### src/rtl/byte_decode_stream.sv
// byte_decode_stream: streaming ByteDecode_d for the ML-KEM datapath.
// Unpacks little-endian d-bit fields from a byte stream, one coefficient
// per handshake, for 1..4 polynomials of 256 coefficients each.
//
// Ports:
//   clk_i, rst_i            clock, synchronous active-high reset
//   start_i, d_i, npoly_i   job start with field width and poly count
//   busy_o, done_o, err_o   job status (done/err are one-cycle pulses)
//   in_data_i/in_valid_i/in_ready_o        byte input handshake
//   coef_o/coef_valid_o/coef_ready_i       coefficient output handshake
//   coef_idx_o, poly_idx_o  position of coef_o within the job
module byte_decode_stream #(
    parameter int DMAX = 12
) (
    input  logic        clk_i,
    input  logic        rst_i,
    input  logic        start_i,
    input  logic [3:0]  d_i,
    input  logic [2:0]  npoly_i,
    output logic        busy_o,
    output logic        done_o,
    output logic        err_o,
    input  logic [7:0]  in_data_i,
    input  logic        in_valid_i,
    output logic        in_ready_o,
    output logic [11:0] coef_o,
    output logic        coef_valid_o,
    input  logic        coef_ready_i,
    output logic [7:0]  coef_idx_o,
    output logic [1:0]  poly_idx_o
);

    typedef enum logic [1:0] {
        S_IDLE,
        S_RUN,
        S_DONE
    } state_e;

    state_e      state_q, state_d;
    logic [3:0]  d_q, d_d;
    logic [2:0]  np_q, np_d;
    logic [19:0] acc_q, acc_d;
    logic [4:0]  cnt_q, cnt_d;
    logic [7:0]  cidx_q, cidx_d;
    logic [1:0]  pidx_q, pidx_d;
    logic        err_q, err_d;

    logic        run;
    logic [4:0]  d_ext;
    logic [11:0] mask12;
    logic [11:0] raw;
    logic        legal;
    logic        in_hs;
    logic        coef_hs;
    logic        last_poly;

    assign run   = (state_q == S_RUN);
    assign d_ext = {1'b0, d_q};

    // d never exceeds 12 while running, so the low 12 bits hold the field.
    assign mask12 = 12'hFFF >> (4'd12 - d_q);
    assign raw    = acc_q[11:0] & mask12;

    // Only d == 12 can exceed q; raw < 4096 < 2q needs one subtraction.
    always_comb begin
        coef_o = raw;
        if (d_q == 4'd12 && raw >= 12'd3329) begin
            coef_o = raw - 12'd3329;
        end
    end

    assign in_ready_o   = run && (cnt_q < d_ext);
    assign coef_valid_o = run && (cnt_q >= d_ext);
    assign in_hs        = in_ready_o && in_valid_i;
    assign coef_hs      = coef_valid_o && coef_ready_i;

    assign legal = (d_i != 4'd0) && (int'(d_i) <= DMAX)
                && (npoly_i != 3'd0) && (npoly_i <= 3'd4);

    assign last_poly = ({1'b0, pidx_q} == (np_q - 3'd1));

    assign busy_o     = run;
    assign done_o     = (state_q == S_DONE);
    assign err_o      = err_q;
    assign coef_idx_o = cidx_q;
    assign poly_idx_o = pidx_q;

    always_comb begin
        state_d = state_q;
        d_d     = d_q;
        np_d    = np_q;
        acc_d   = acc_q;
        cnt_d   = cnt_q;
        cidx_d  = cidx_q;
        pidx_d  = pidx_q;
        err_d   = 1'b0;
        unique case (state_q)
            S_IDLE: begin
                if (start_i) begin
                    if (legal) begin
                        d_d     = d_i;
                        np_d    = npoly_i;
                        acc_d   = '0;
                        cnt_d   = '0;
                        cidx_d  = '0;
                        pidx_d  = '0;
                        state_d = S_RUN;
                    end else begin
                        err_d = 1'b1;
                    end
                end
            end
            S_RUN: begin
                if (in_hs) begin
                    acc_d = acc_q | (20'(in_data_i) << cnt_q);
                    cnt_d = cnt_q + 5'd8;
                end else if (coef_hs) begin
                    acc_d  = acc_q >> d_q;
                    cnt_d  = cnt_q - d_ext;
                    cidx_d = cidx_q + 8'd1;
                    if (cidx_q == 8'd255) begin
                        if (last_poly) begin
                            pidx_d  = '0;
                            state_d = S_DONE;
                        end else begin
                            pidx_d = pidx_q + 2'd1;
                        end
                    end
                end
            end
            S_DONE: begin
                cidx_d  = '0;
                pidx_d  = '0;
                state_d = S_IDLE;
            end
            default: state_d = S_IDLE;
        endcase
    end

    always_ff @(posedge clk_i) begin
        if (rst_i) begin
            state_q <= S_IDLE;
            d_q     <= '0;
            np_q    <= '0;
            acc_q   <= '0;
            cnt_q   <= '0;
            cidx_q  <= '0;
            pidx_q  <= '0;
            err_q   <= 1'b0;
        end else begin
            state_q <= state_d;
            d_q     <= d_d;
            np_q    <= np_d;
            acc_q   <= acc_d;
            cnt_q   <= cnt_d;
            cidx_q  <= cidx_d;
            pidx_q  <= pidx_d;
            err_q   <= err_d;
        end
    end

endmodule

### config.mk
export PLATFORM = sky130hd
export DESIGN_NAME = byte_decode_stream
export DESIGN_NICKNAME = d
export VERILOG_FILES = /design/src/rtl/byte_decode_stream.sv
export SDC_FILE = /design/constraint.sdc
export NUM_CORES = 1
export LEC_CHECK = 0
export BUFFER_PORTS_ARGS = -buffer_cell sky130_fd_sc_hd__buf_2
export CAP_MARGIN = 40
export CELL_PAD_IN_SITES_DETAIL_PLACEMENT = 0
export CELL_PAD_IN_SITES_GLOBAL_PLACEMENT = 1
export CORE_UTILIZATION = 44
export CTS_CLUSTER_DIAMETER = 50
export DETAILED_ROUTE_END_ITERATION = 16
export PLACE_DENSITY_LB_ADDON = 0.1
export SETUP_SLACK_MARGIN = 0.4
export SLEW_MARGIN = 20
export SYNTH_ARGS = -nofsm -noshare
export SYNTH_HDL_FRONTEND = slang
export SYNTH_SLANG_ARGS = --single-unit
export TNS_END_PERCENT = 100
### constraint.sdc
create_clock -name clk_i -period 5.75 [get_ports clk_i]
set_clock_uncertainty 0.15 [all_clocks]
set_input_delay 1.4375 -clock clk_i [delete_from_list [all_inputs] [get_ports clk_i]]
set_output_delay 1.4375 -clock clk_i [all_outputs]
set_load 0.01 [all_outputs]
# Yosys cells after proc, flatten, opt, wreduce, memory -nomap -nowiden
# Index checks and enable logic that the tools add are counted.
# W data, S select, Z words.
[classes]
bitwise = 4
n_shift = 3
n_mux = 31
reduce_logical = 19
eq_ne = 12
n_lt_le_gt_ge = 5
n_addsub = 7
[ops]
columns = ["cell", "n"]
rows = [
  ["$mux W20", 4],
  ["$pmux W20 S2", 1],
  ["$mux W8", 4],
  ["$mux W2", 12],
  ["$pmux W8 S3", 1],
  ["$mux W5", 4],
  ["$or A20 B20 Y20", 1],
  ["$shl A8 B5 Y20", 1],
  ["$shr A20 B4 Y20", 1],
  ["$and A12 B12 Y12", 1],
  ["$ge A12 B12 Y1 const B", 1],
  ["$mux W12", 1],
  ["$reduce_and A6 Y1", 2],
  ["$shr A12 B4 Y12 const A", 1],
  ["$sub A12 B12 Y12 const B", 1],
  ["$pmux W5 S2", 1],
  ["$add A8 B1 Y8 const B", 1],
  ["$eq A8 B8 Y1 const B", 1],
  ["$logic_and A1 B1 Y1", 8],
  ["$ne A2 B1 Y1 const B", 3],
  ["$ne A2 B2 Y1 const B", 3],
  ["$pmux W2 S3", 1],
  ["$reduce_bool A3 Y1", 2],
  ["$add A5 B4 Y5 const B", 1],
  ["other kinds (23)", 24],
]
[word_totals]
ff_bits = 45
word_cells = 89
input_bits = 20
out_inout_bits = 27

# Logic depth before layout (Yosys ltp)
# Gate-level depths: netlist of the first run.
[logic_depth]
depth_word = 7
mapped_depth = 14
mapped_depth_nobuf = 10

# Least setup slack after synthesis of the first run
# OpenSTA, ideal clock, no wires.
[synth_path]
path_kind = "reg2out"
start = "reg d_q[0]"
end = "out coef_o[2]"
n_path_buf = 4
required_ps = 4163
slack_ps = 958
arrival_time_ps = 3204
path_stages_with_launch = 15
cell_sequence = "dfxtp_1 buf_2 clkinv_1 buf_2 ha_1 buf_4 xor2_2 nor3b_1 nor3_1 ha_1 nand4b_1 a221o_1 buf_6 nand2_1 xor2_1"
[synth_via]
elab_chain_len = 6
elab_cells_between_ends = 8
cone_classes = "add/sub: 2; order compare: 1; eq/ne: 1; shift: 1; mux: 1; bitwise: 1; reduce/logical: 1"
[synth_rtl]
columns = ["item", "line_no", "source"]
rows = [
  ["start: declaration", "40", "logic [3:0] d_q, d_d;"],
  ["start signal: assignment", "143", "d_q <= '0;"],
  ["start signal: assignment", "152", "d_q <= d_d;"],
  ["$sub A4 B4 Y4", "61", "assign mask12 = 12'hFFF >> (4'd12 - d_q);"],
  ["$shr A12 B4 Y12", "61", ""],
  ["$and A12 B12 Y12", "62", "assign raw = acc_q[11:0] & mask12;"],
  ["$ge A12 B12 Y1", "67", "if (d_q == 4'd12 && raw >= 12'd3329) begin"],
  ["$logic_and A1 B1 Y1", "67", ""],
  ["$mux W12 *", "67", ""],
  ["end: declaration", "26", "output logic [11:0] coef_o,"],
]
# Mark *: on every way between the ends. The rest lies on a longest branch, timed or not.

# Worst setup path after layout of the first run
[layout_path]
start = "reg d_q[3]"
end = "out coef_o[6]"
# The elaborated chain is that of the path after synthesis.

==> metrics.csv, run 1 <==
stage,metric,value,unit
synthesis,Post-Synthesis Cells,563,
sta,Fin. Hold Viols,0,
floorplanning,Die Height,100,um
routing,Remaining DRCs,0,
synthesis,sequential element share of the synthesized area,21.3,%
floorplanning,Core ar.,9280,um^2
routing,Vias/cell,5.93,
grt,antenna violations before repair,0,
clock_tree,worst-case clock buffer depth,2,
sta,setup repair after global routing missed its margin,no,
worst_setup_path,Slowest cell on crit path,dfxtp_1,
pwr,NetSw,0.000476,W
synthesis,"EDFF count, synth",0,
grt,pin count of the biggest net entering global routing,37,
synthesis,Mapped Area,4220,um^2
pwr,total power,0.00110,W
routing,total wire length,12.2,mm
clock_tree,Post-CTS Setup Bufs,0,
worst_setup_path,worst reg2reg endpoint,acc_q[14]$_SDFFE_PP0P_,
finish,Nets,623,
worst_setup_path,cell family with most CP delay,compound AO/OA/AOI/OAI gates,
placement,IO Port Bufs,46,
clock_tree,Num CTS Buffers,5,
finish,area of the multi-input gates,3040,um^2
sta,Slew HR,43.5,%
sta,f_max,201,MHz
clock_tree,H-tree depth,2,
clock_tree,cts repair resizes,0,
floorplanning,Die Span X,100,um
synthesis,Mean Syn Cell Area,7.50,um^2
pwr,Sw Share,43.4,%
finish,Seq. cell area,901,um^2
routing,DRT iter0 DRCs,240,
worst_setup_path,worst path bufs/invs,2,
job,Max Cap Viol,0,
routing,Routed WL per cell,17.0,um
sta,Final min period,4.97,ns
synthesis,Yosys cell types,74,
pwr,Power Internal,0.000620,W
pwr,static leakage,1.78,nW
clock_tree,CTS tree,yes,
finish,Layout area overhead,9.27,%
synthesis,"FFs w/ async S/R, synth",0,%
clock_tree,"Clk pin slew, worst setup/hold paths",0.09,ns
floorplanning,Starting Density,45.5,%
clock_tree,clock sink count,45,
worst_setup_path,Worst setup EP type,output pin,
worst_setup_path,max incr delay on CP,0.83,ns
clock_tree,# hold bufs at CTS,0,
finish,Fillers,975,
pwr,Power Density,238,nW/um^2
worst_setup_path,CP required,4.16,ns
grt,global-route wire length before repair,19.6,mm
grt,GRT Total Usage,24.5,%
floorplanning,Die Footprint,10000,um^2
worst_setup_path,worst path cell trace,clkinvlp_4 > nor2_1 > nand4_1 > a211oi_1 > a221o_1 > a31oi_1 > a41o_1 > buf_2,
pwr,sequential power share,35.5,%
finish,diode count,0,
worst_setup_path,timing endpoint of the critical path,coef_o[6],
synthesis,ys flop type,dfxtp_1,
synthesis,Synthesized Nets,598,
worst_setup_path,Worst Reg-to-Reg Cells,9,
worst_setup_path,worst r2r src,d_q[3]$_SDFFE_PP0P_,
sta,Worst-Margin Slew,0.848,ns
pwr,Peak VDD IR,0.124,mV
placement,dpl hpwl,9.24,mm
worst_setup_path,Setup crit start kind,register,
sta,"Worst Setup Slack, final",0.783,ns
worst_setup_path,Crit Path Category,register to output pin,
placement,GPL Wtd Cong,0.914,
routing,vias,4257,
worst_hold_path,worst min-delay path category,register to register,
worst_setup_path,reg2reg setup slack,1.65,ns
synthesis,total number of yosys warnings,0,
sta,fin crit share,86.4,%
clock_tree,Clock Root Buffer,clkbuf_8,
grt,vias in the first global route,3879,
synthesis,#FFs+latches synth,45,
clock_tree,Worst-Skew Late Latency,0.30,ns
run_status,status,finished clean,
pwr,Comb pwr share,45.2,%
worst_setup_path,CP Max Fanout,18,
floorplanning,top-level I/O count,47,
routing,Routed Antenna Nets,0,
worst_setup_path,CP Launch Point,d_q[3]$_SDFFE_PP0P_,
sta,TNS Setup,0,ns
routing,DR pass1 iterations,5,
grt,grt ovf,0,
pwr,Clock Power Share,19.3,%
placement,DP Worst Slack,0.813,ns
sta,# setup viols final,0,
floorplanning,Std-Cell Rows,35,
worst_setup_path,Worst path depth,8,
finish,share of cells above drive strength 1,16.3,%
sta,Slew Limit Fails,0,
worst_setup_path,WP data arrival,3.38,ns
[cells in the mapped netlist, types with 6 or more instances]
master	n	area share, %
a211oi_1	16	2.8
a21oi_1	51	6.0
a31oi_1	9	1.3
buf_2	12	1.4
clkbuf_1	17	1.5
dfxtp_1	45	21
ha_1	14	4.1
inv_1	25	2.2
mux2_2	6	1.6
mux2i_1	42	10
nand2_1	55	4.9
nand3_1	16	1.9
nand4_1	7	1.0
nor2_1	58	5.2
nor2b_1	6	0.89
nor3_1	22	2.6
o21ai_0	33	3.9
o22ai_1	7	1.0
xnor2_1	12	2.5
xor2_1	7	1.5
[tightest hold or removal path, stage by stage (launching register included)]
cell and delay (ns):
dfxtp_1 0.35, inv_1 0.06, a211oi_1 0.05
[area by class of cell]
class                      instances  share of cell area (%)
multi-input combinational        451                    65.8
sequential                        45                    19.5
clock inverter                     2                   0.298
clock buffer                       6                    1.79
inverter                          29                    2.52
tap                              129                    3.50
timing repair buffer              56                    6.61
[stage by stage]
| step | utilization [%] | instance area (um^2) | hold WS [ns] | instances |
|---|---|---|---|---|
| after global routing | 49.7 | 4620 | 0.376 | 718 |
| after detailed placement | 48.5 | 4500 | 0.335 | 709 |
| after floorplan | - | 4220 | 0.293 | 563 |
| final | 49.7 | 4620 | 0.344 | 718 |
| after global placement | 48.4 | 4490 | 0.325 | 708 |
| after CTS | 49.5 | 4600 | 0.349 | 717 |
[routing by layer]
layer / vias to the layer above / share of wire [%] / global-route usage, %
li1: 2094 / - / -
met1: 2037 / 48 / 34.4
met2: 118 / 47 / 40.4
met3: 8 / 4.8 / 3.62
met4: 0 / 0.70 / 4.46
met5: - / 0 / 0
[worst min-delay path by stage]
stage	start	endpoint	slack (ns)	depth (start not counted)
6_report	acc_q[18]$_SDFFE_PP0P_	acc_q[18]$_SDFFE_PP0P_	0.34	2
5_1_grt	poly_idx_o[1]$_SDFFE_PP0P_	poly_idx_o[1]$_SDFFE_PP0P_	0.38	2
4_1_cts	acc_q[18]$_SDFFE_PP0P_	acc_q[18]$_SDFFE_PP0P_	0.35	2
3_5_place_dp	acc_q[18]$_SDFFE_PP0P_	acc_q[18]$_SDFFE_PP0P_	0.33	2
3_3_place_gp	acc_q[15]$_SDFFE_PP0P_	acc_q[15]$_SDFFE_PP0P_	0.33	2
2_1_floorplan	acc_q[15]$_SDFFE_PP0P_	acc_q[15]$_SDFFE_PP0P_	0.29	2
[cells by family (layout without fill, tap and decap cells)]
family                   after synthesis  in the layout  synth area share, %
AO/OA/AOI/OAI                        161            161                 25.5
XOR/XNOR                              21             21                 4.71
adder cells (fa/ha/maj)               15             15                 4.62
buffers and inverters                 67             93                 6.93
flip-flops                            45             45                 21.3
multiplexers                          53             53                 14.3
AND/OR/NAND/NOR                      201            201                 22.6
[cells in the final DEF, fill, tap and decap left out, types with 3 or more instances in the layout]
master / netlist / final
and2_1: 5 / 5
mux2_2: 6 / 6
nor4_1: 4 / 4
o21ai_1: 3 / 3
o21ai_0: 33 / 33
mux4_2: 4 / 4
a31oi_1: 9 / 9
buf_4: 5 / 9
xnor2_1: 12 / 12
nor3b_1: 4 / 4
nand2b_1: 4 / 4
nor3_1: 22 / 21
and3_1: 5 / 5
mux2i_1: 42 / 42
nand3_1: 16 / 16
or2_2: 3 / 3
nand4_1: 7 / 7
dfxtp_1: 45 / 45
nand3b_1: 3 / 3
xor2_1: 7 / 7
ha_1: 14 / 14
inv_1: 25 / 25
nor2_1: 58 / 58
buf_2: 12 / 46
clkbuf_8: 0 / 6
a211oi_1: 16 / 16
nand2_1: 55 / 55
nor2b_1: 6 / 6
a21oi_1: 51 / 51
o22ai_1: 7 / 7
[flip-flops by register name, indices dropped and copies added, names as in the netlist]
name / flops
acc_q: 20
cnt_q: 5
coef_idx_o: 8
d_q: 4
err_o: 1
np_q: 3
poly_idx_o: 2
state_q: 2
[power by group through the flow]
stage | Sequential, W | Clock, W | Combinational (W)
after global placement | 0.000394 | 0 | 0.000483
after global routing | 0.000393 | 0.000231 | 0.000547
after floorplan | 0.000368 | 0 | 0.000387
after CTS | 0.000386 | 0.000219 | 0.000488
after detailed placement | 0.000394 | 0 | 0.000486
final | 0.000389 | 0.000212 | 0.000496
(Power assumes the default switching activity.)
==> inputs of run 2 (changes only) <==
Settings changed: CORE_UTILIZATION 44 to 30, PLACE_DENSITY set to 0.65, PLACE_DENSITY_LB_ADDON 0.1 to unset, SLEW_MARGIN 20 to 30.
==> metrics.csv, run 2 (synthesized netlist as in run 1, its figures left out) <==
stage,metric,value,unit
pwr,static leakage,1.83,nW
worst_setup_path,worst r2r src,d_q[3]$_SDFFE_PP0P_,
finish,Layout area overhead,12.4,%
clock_tree,clock sink count,45,
grt,global-route wire length before repair,21.1,mm
finish,Fillers,1413,
sta,f_max,200,MHz
finish,Nets,626,
worst_setup_path,CP required,4.16,ns
finish,Biggest register,acc_q,
clock_tree,Post-CTS Setup Bufs,0,
placement,IO Port Bufs,46,
routing,vias,4170,
floorplanning,top-level I/O count,47,
clock_tree,# hold bufs at CTS,0,
sta,Fin Hold WS,0.327,ns
worst_setup_path,worst reg2reg endpoint,acc_q[12]$_SDFFE_PP0P_,
placement,placed insts,759,
sta,# setup viols final,0,
finish,Largest register FFs,20,
grt,grt ovf,0,
sta,Slew Limit Fails,0,
grt,GRT Total Usage,18.0,%
floorplanning,Starting Density,31.3,%
run_status,status,finished clean,
sta,fin crit share,87.0,%
clock_tree,H-tree depth,2,
clock_tree,"Clk pin slew, worst setup/hold paths",0.06,ns
clock_tree,Clock Root Buffer,clkbuf_16,
worst_setup_path,timing endpoint of the critical path,coef_o[7],
floorplanning,Die Height,121,um
clock_tree,Num CTS Buffers,5,
routing,Routed Antenna Nets,0,
routing,Remaining DRCs,0,
grt,vias in the first global route,4064,
finish,"most common cell after layout, fill and taps aside",nor2_1,
floorplanning,Die Span X,121,um
floorplanning,Core ar.,13500,um^2
finish,share of cells above drive strength 1,16.2,%
routing,DR pass1 iterations,4,
clock_tree,CTS tree,yes,
routing,Vias/cell,5.43,
pwr,Comb pwr share,41.9,%
finish,diode count,0,
finish,fin util,35.2,%
sta,Final min period,5.00,ns
sta,TNS Setup,0,ns
job,Max Cap Viol,0,
routing,total wire length,12.7,mm
pwr,Peak VDD IR,0.129,mV
pwr,sequential power share,32.5,%
sta,Fin. Hold Viols,0,
pwr,Power Density,252,nW/um^2
clock_tree,worst-case clock buffer depth,2,
grt,antenna violations before repair,0,
sta,Slew HR,42.9,%
worst_setup_path,Worst Reg-to-Reg Cells,9,
routing,DRT iter0 DRCs,242,
grt,pin count of the biggest net entering global routing,34,
worst_setup_path,WP data arrival,3.42,ns
finish,most frequent cells in the layout,"58 x nor2_1, 55 x nand2_1, 51 x a21oi_1",
placement,GPL Wtd Cong,0.836,
routing,Routed WL per cell,16.6,um
worst_hold_path,worst min-delay path category,register to register,
worst_setup_path,Crit Path Category,register to output pin,
sta,Worst-Margin Slew,0.854,ns
worst_setup_path,Worst setup EP type,output pin,
worst_setup_path,Setup crit start kind,register,
floorplanning,Std-Cell Rows,42,
clock_tree,cts repair resizes,0,
worst_setup_path,CP Launch Point,d_q[1]$_SDFFE_PP0P_,
sta,setup repair after global routing missed its margin,no,
finish,final std cells w/o fill,768,
pwr,NetSw,0.000486,W
floorplanning,Die Footprint,14600,um^2
pwr,Clock Power Share,25.6,%
worst_setup_path,reg2reg setup slack,2.00,ns
pwr,total power,0.00120,W
pwr,Power Internal,0.000710,W
worst_setup_path,CP Max Fanout,14,
placement,dpl hpwl,9.86,mm
clock_tree,Worst-Skew Late Latency,0.29,ns
pwr,Sw Share,40.6,%
[run 2: routing by layer]
layer	up-vias	wire, um	global-route usage [%]
met1	1953	6180	24.5
met2	101	5850	29.7
li1	2102	-	-
met4	0	195	5.09
met5	-	0	0
met3	14	513	2.17
[run 2: critical path: stages, from the launching register on]
cell and delay (ns):
dfxtp_1 0.31, inv_1 0.23, ha_1 0.44, xor2_2 0.21, nor3b_1 0.07, nor3_1 0.44
ha_1 0.29, nand4b_1 0.10, a221o_1 0.53, a211oi_1 0.27, a31o_1 0.12, buf_2 0.12
[run 2: cell type report]
class                      instances  area [um^2]  area share, %
multi-input combinational        451         3030           63.8
clock inverter                     1         5.00          0.105
sequential                        45          901           19.0
inverter                          29          109           2.29
timing repair buffer              59          332           6.98
tap                              176          220           4.64
clock buffer                       7          153           3.21
[run 2: how the worst min path moves through the flow]
stage	slack, ns	end	cells after the start	from
global route	0.38	acc_q[15]$_SDFFE_PP0P_	2	acc_q[15]$_SDFFE_PP0P_
CTS	0.33	acc_q[15]$_SDFFE_PP0P_	2	acc_q[15]$_SDFFE_PP0P_
floorplan	0.29	acc_q[15]$_SDFFE_PP0P_	2	acc_q[15]$_SDFFE_PP0P_
global placement	0.32	acc_q[15]$_SDFFE_PP0P_	2	acc_q[15]$_SDFFE_PP0P_
finish	0.33	acc_q[15]$_SDFFE_PP0P_	2	acc_q[15]$_SDFFE_PP0P_
detailed placement	0.32	acc_q[15]$_SDFFE_PP0P_	2	acc_q[15]$_SDFFE_PP0P_
[run 2: stage by stage]
step / instance area [um^2] / setup WS (ns)
floorplan: 4220 / 0.958
global placement: 4570 / 1.06
detailed placement: 4580 / 0.943
CTS: 4740 / 0.620
global route: 4750 / 0.410
finish: 4750 / 0.746
[run 2: power by group through the flow]
stage	Clock, W	Sequential [W]	Combinational [W]
after floorplan	0	0.000368	0.000387
after global placement	0	0.000397	0.000492
after detailed placement	0	0.000397	0.000495
after CTS	0.000313	0.000390	0.000498
after global routing	0.000326	0.000393	0.000561
final	0.000306	0.000389	0.000501
==> inputs of run 3 (changes only) <==
Settings changed: ABC_AREA set to 1, PLACE_DENSITY 0.65 to 0.69.
==> metrics.csv, run 3 <==
stage,metric,value,unit
run_status,status,finished clean,
worst_setup_path,Crit Path Category,register to output pin,
worst_setup_path,CP required,4.16,ns
worst_setup_path,worst path cell trace,inv_2 > ha_1 > nand2_1 > nand2_2 > inv_1 > nand2_1 > nand2_1 > ha_1 > nand3_2 > nand3_1 > nand3_2 > nand2_2 > clkinv_1 > nand2_1 > nand2_1 > buf_2,
routing,Routed WL per cell,14.6,um
routing,Vias/cell,5.07,
grt,global-route wire length before repair,23.3,mm
synthesis,Post-Synthesis Cells,774,
routing,Routed Antenna Nets,0,
clock_tree,"Clk pin slew, worst setup/hold paths",0.07,ns
synthesis,top post-synthesis cells by count,"241 x nand2_1, 88 x nand3_1, 75 x nor2_1",
grt,vias in the first global route,4663,
finish,Largest register FFs,20,
grt,pin count of the biggest net entering global routing,26,
synthesis,ys flop type,dfxtp_1,
clock_tree,worst-case clock buffer depth,2,
sta,setup repair after global routing missed its margin,no,
routing,DR pass1 iterations,5,
floorplanning,Std-Cell Rows,43,
grt,grt ovf,0,
placement,GPL Wtd Cong,0.898,
finish,share of cells above drive strength 1,9.96,%
sta,Slew HR,56.1,%
floorplanning,top-level I/O count,47,
floorplanning,Core ar.,14000,um^2
synthesis,"EDFF count, synth",0,
worst_setup_path,worst path bufs/invs,4,
sta,TNS Setup,0,ns
finish,Seq. cell area,901,um^2
sta,Worst-Margin Slew,0.656,ns
clock_tree,Worst-Skew Late Latency,0.29,ns
pwr,Peak VDD IR,0.181,mV
worst_setup_path,Worst setup EP type,output pin,
worst_setup_path,CP dominant cell by count,nand2_1,
floorplanning,Die Footprint,14900,um^2
routing,total wire length,14.3,mm
sta,Fin. Hold Viols,0,
synthesis,Synthesized Nets,809,
placement,DP Worst Slack,1.18,ns
clock_tree,Clock Root Buffer,clkbuf_16,
finish,"most common cell after layout, fill and taps aside",nand2_1,
clock_tree,Post-CTS Setup Bufs,0,
clock_tree,clock sink count,45,
clock_tree,Num CTS Buffers,5,
finish,diode count,0,
worst_setup_path,max incr delay on CP,0.67,ns
synthesis,largest cells by area after synthesis,"nand2_1 21%, dfxtp_1 21%, nand3_1 10%",
pwr,Power Density,391,nW/um^2
routing,Remaining DRCs,0,
clock_tree,CTS tree,yes,
routing,DRT iter0 DRCs,364,
placement,IO Port Bufs,46,
synthesis,sequential element share of the synthesized area,20.9,%
finish,Nets,837,
worst_hold_path,worst min-delay path category,register to register,
worst_setup_path,Slowest cell on crit path,dfxtp_1,
worst_setup_path,CP Max Fanout,18,
floorplanning,Die Height,122,um
grt,antenna violations before repair,0,
finish,Fillers,1623,
sta,# setup viols final,0,
synthesis,Mapped Area,4320,um^2
worst_setup_path,cell family with most CP delay,simple AND/OR/NAND/NOR gates,
synthesis,top-count cell post-synth,nand2_1,
synthesis,fraction of post-synthesis cell area in the top cell type by area,20.9,%
sta,f_max,204,MHz
finish,Layout area overhead,12.8,%
pwr,static leakage,2.33,nW
synthesis,total number of yosys warnings,0,
finish,Biggest register,acc_q,
finish,area of the multi-input gates,2990,um^2
sta,Final min period,4.89,ns
floorplanning,Starting Density,30.9,%
sta,fin crit share,85.1,%
clock_tree,# hold bufs at CTS,0,
grt,GRT Total Usage,19.8,%
placement,dpl hpwl,10.9,mm
synthesis,"FFs w/ async S/R, synth",0,%
synthesis,Synth area leader,nand2_1,
worst_setup_path,WP data arrival,3.31,ns
synthesis,Yosys cell types,38,
clock_tree,H-tree depth,2,
finish,most frequent cells in the layout,"241 x nand2_1, 88 x nand3_1, 75 x nor2_1",
floorplanning,Die Span X,122,um
clock_tree,cts repair resizes,0,
synthesis,#FFs+latches synth,45,
sta,Slew Limit Fails,0,
synthesis,Mean Syn Cell Area,5.58,um^2
worst_setup_path,Setup crit start kind,register,
sta,"Worst Setup Slack, final",0.855,ns
job,Max Cap Viol,0,
routing,vias,4985,
==> run 3: final cells by class <==
cell class	instances	share of cell area (%)
sequential	45	18.5
clock buffer	6	2.85
multi-input combinational	621	61.3
tap	180	4.62
inverter	73	5.68
clock inverter	2	0.770
timing repair buffer	56	6.27
==> run 3: worst register-to-register path: cells and delay by family (launching register included) <==
family | cells | cell delay (ns)
buffers and inverters | 1 | 0.48
AND/OR/NAND/NOR | 5 | 1.76
AO/OA/AOI/OAI | 3 | 0.70
adder cells (fa/ha/maj) | 1 | 0.36
flip-flops | 1 | 0.68
==> run 3: metrics by stage <==
stage / instances / total power, W / utilization (%) / cell area, um^2 / hold WS (ns)
floorplan: 774 / 0.00124 / - / 4320 / 0.283
CTS: 983 / 0.00190 / 34.8 / 4870 / 0.321
global route: 983 / 0.00208 / 34.8 / 4870 / 0.330
detailed placement: 975 / 0.00155 / 33.6 / 4700 / 0.311
global placement: 975 / 0.00156 / 33.6 / 4700 / 0.304
finish: 983 / 0.00191 / 34.8 / 4870 / 0.323
==> run 3: per-layer routing <==
| layer | routed length, um | global-route usage, % | vias to the layer above |
|---|---|---|---|
| li1 | - | - | 2580 |
| met1 | 6760 | 26.4 | 2236 |
| met2 | 6470 | 32.5 | 144 |
| met3 | 747 | 2.72 | 25 |
| met4 | 330 | 6.33 | 0 |
| met5 | 0 | 0 | - |
==> run 3: power breakdown <==
group | switching [W] | leakage, nW | internal, W
clock network | 0.000135 | 0.0831 | 0.000217
registers | 0.0000809 | 0.366 | 0.000370
logic | 0.000754 | 1.89 | 0.000349
total | 0.000970 | 2.33 | 0.000937
==> run 3: logic make-up (layout without fill, tap and decap cells) <==
family / after synthesis / count (layout) / share of synthesized area [%]
compound gates: 149 / 149 / 18.2
xor+xnor: 15 / 15 / 3.04
fa+ha+maj: 15 / 15 / 4.52
buf+inv: 108 / 137 / 9.99
flops: 45 / 45 / 20.9
mux: 2 / 2 / 0.463
simple gates: 440 / 440 / 42.9
==> run 3: worst paths after layout <==
kind                        start                    end  slack [ns]  depth (start not counted)
max           d_q[0]$_SDFFE_PP0P_              coef_o[7]        0.86                         16
min          np_q[1]$_SDFFE_PP0P_   np_q[1]$_SDFFE_PP0P_        0.32                          2
max reg2reg   d_q[3]$_SDFFE_PP0P_  acc_q[1]$_SDFFE_PP0P_        1.57                         10
min reg2reg  np_q[1]$_SDFFE_PP0P_   np_q[1]$_SDFFE_PP0P_        0.32                          2
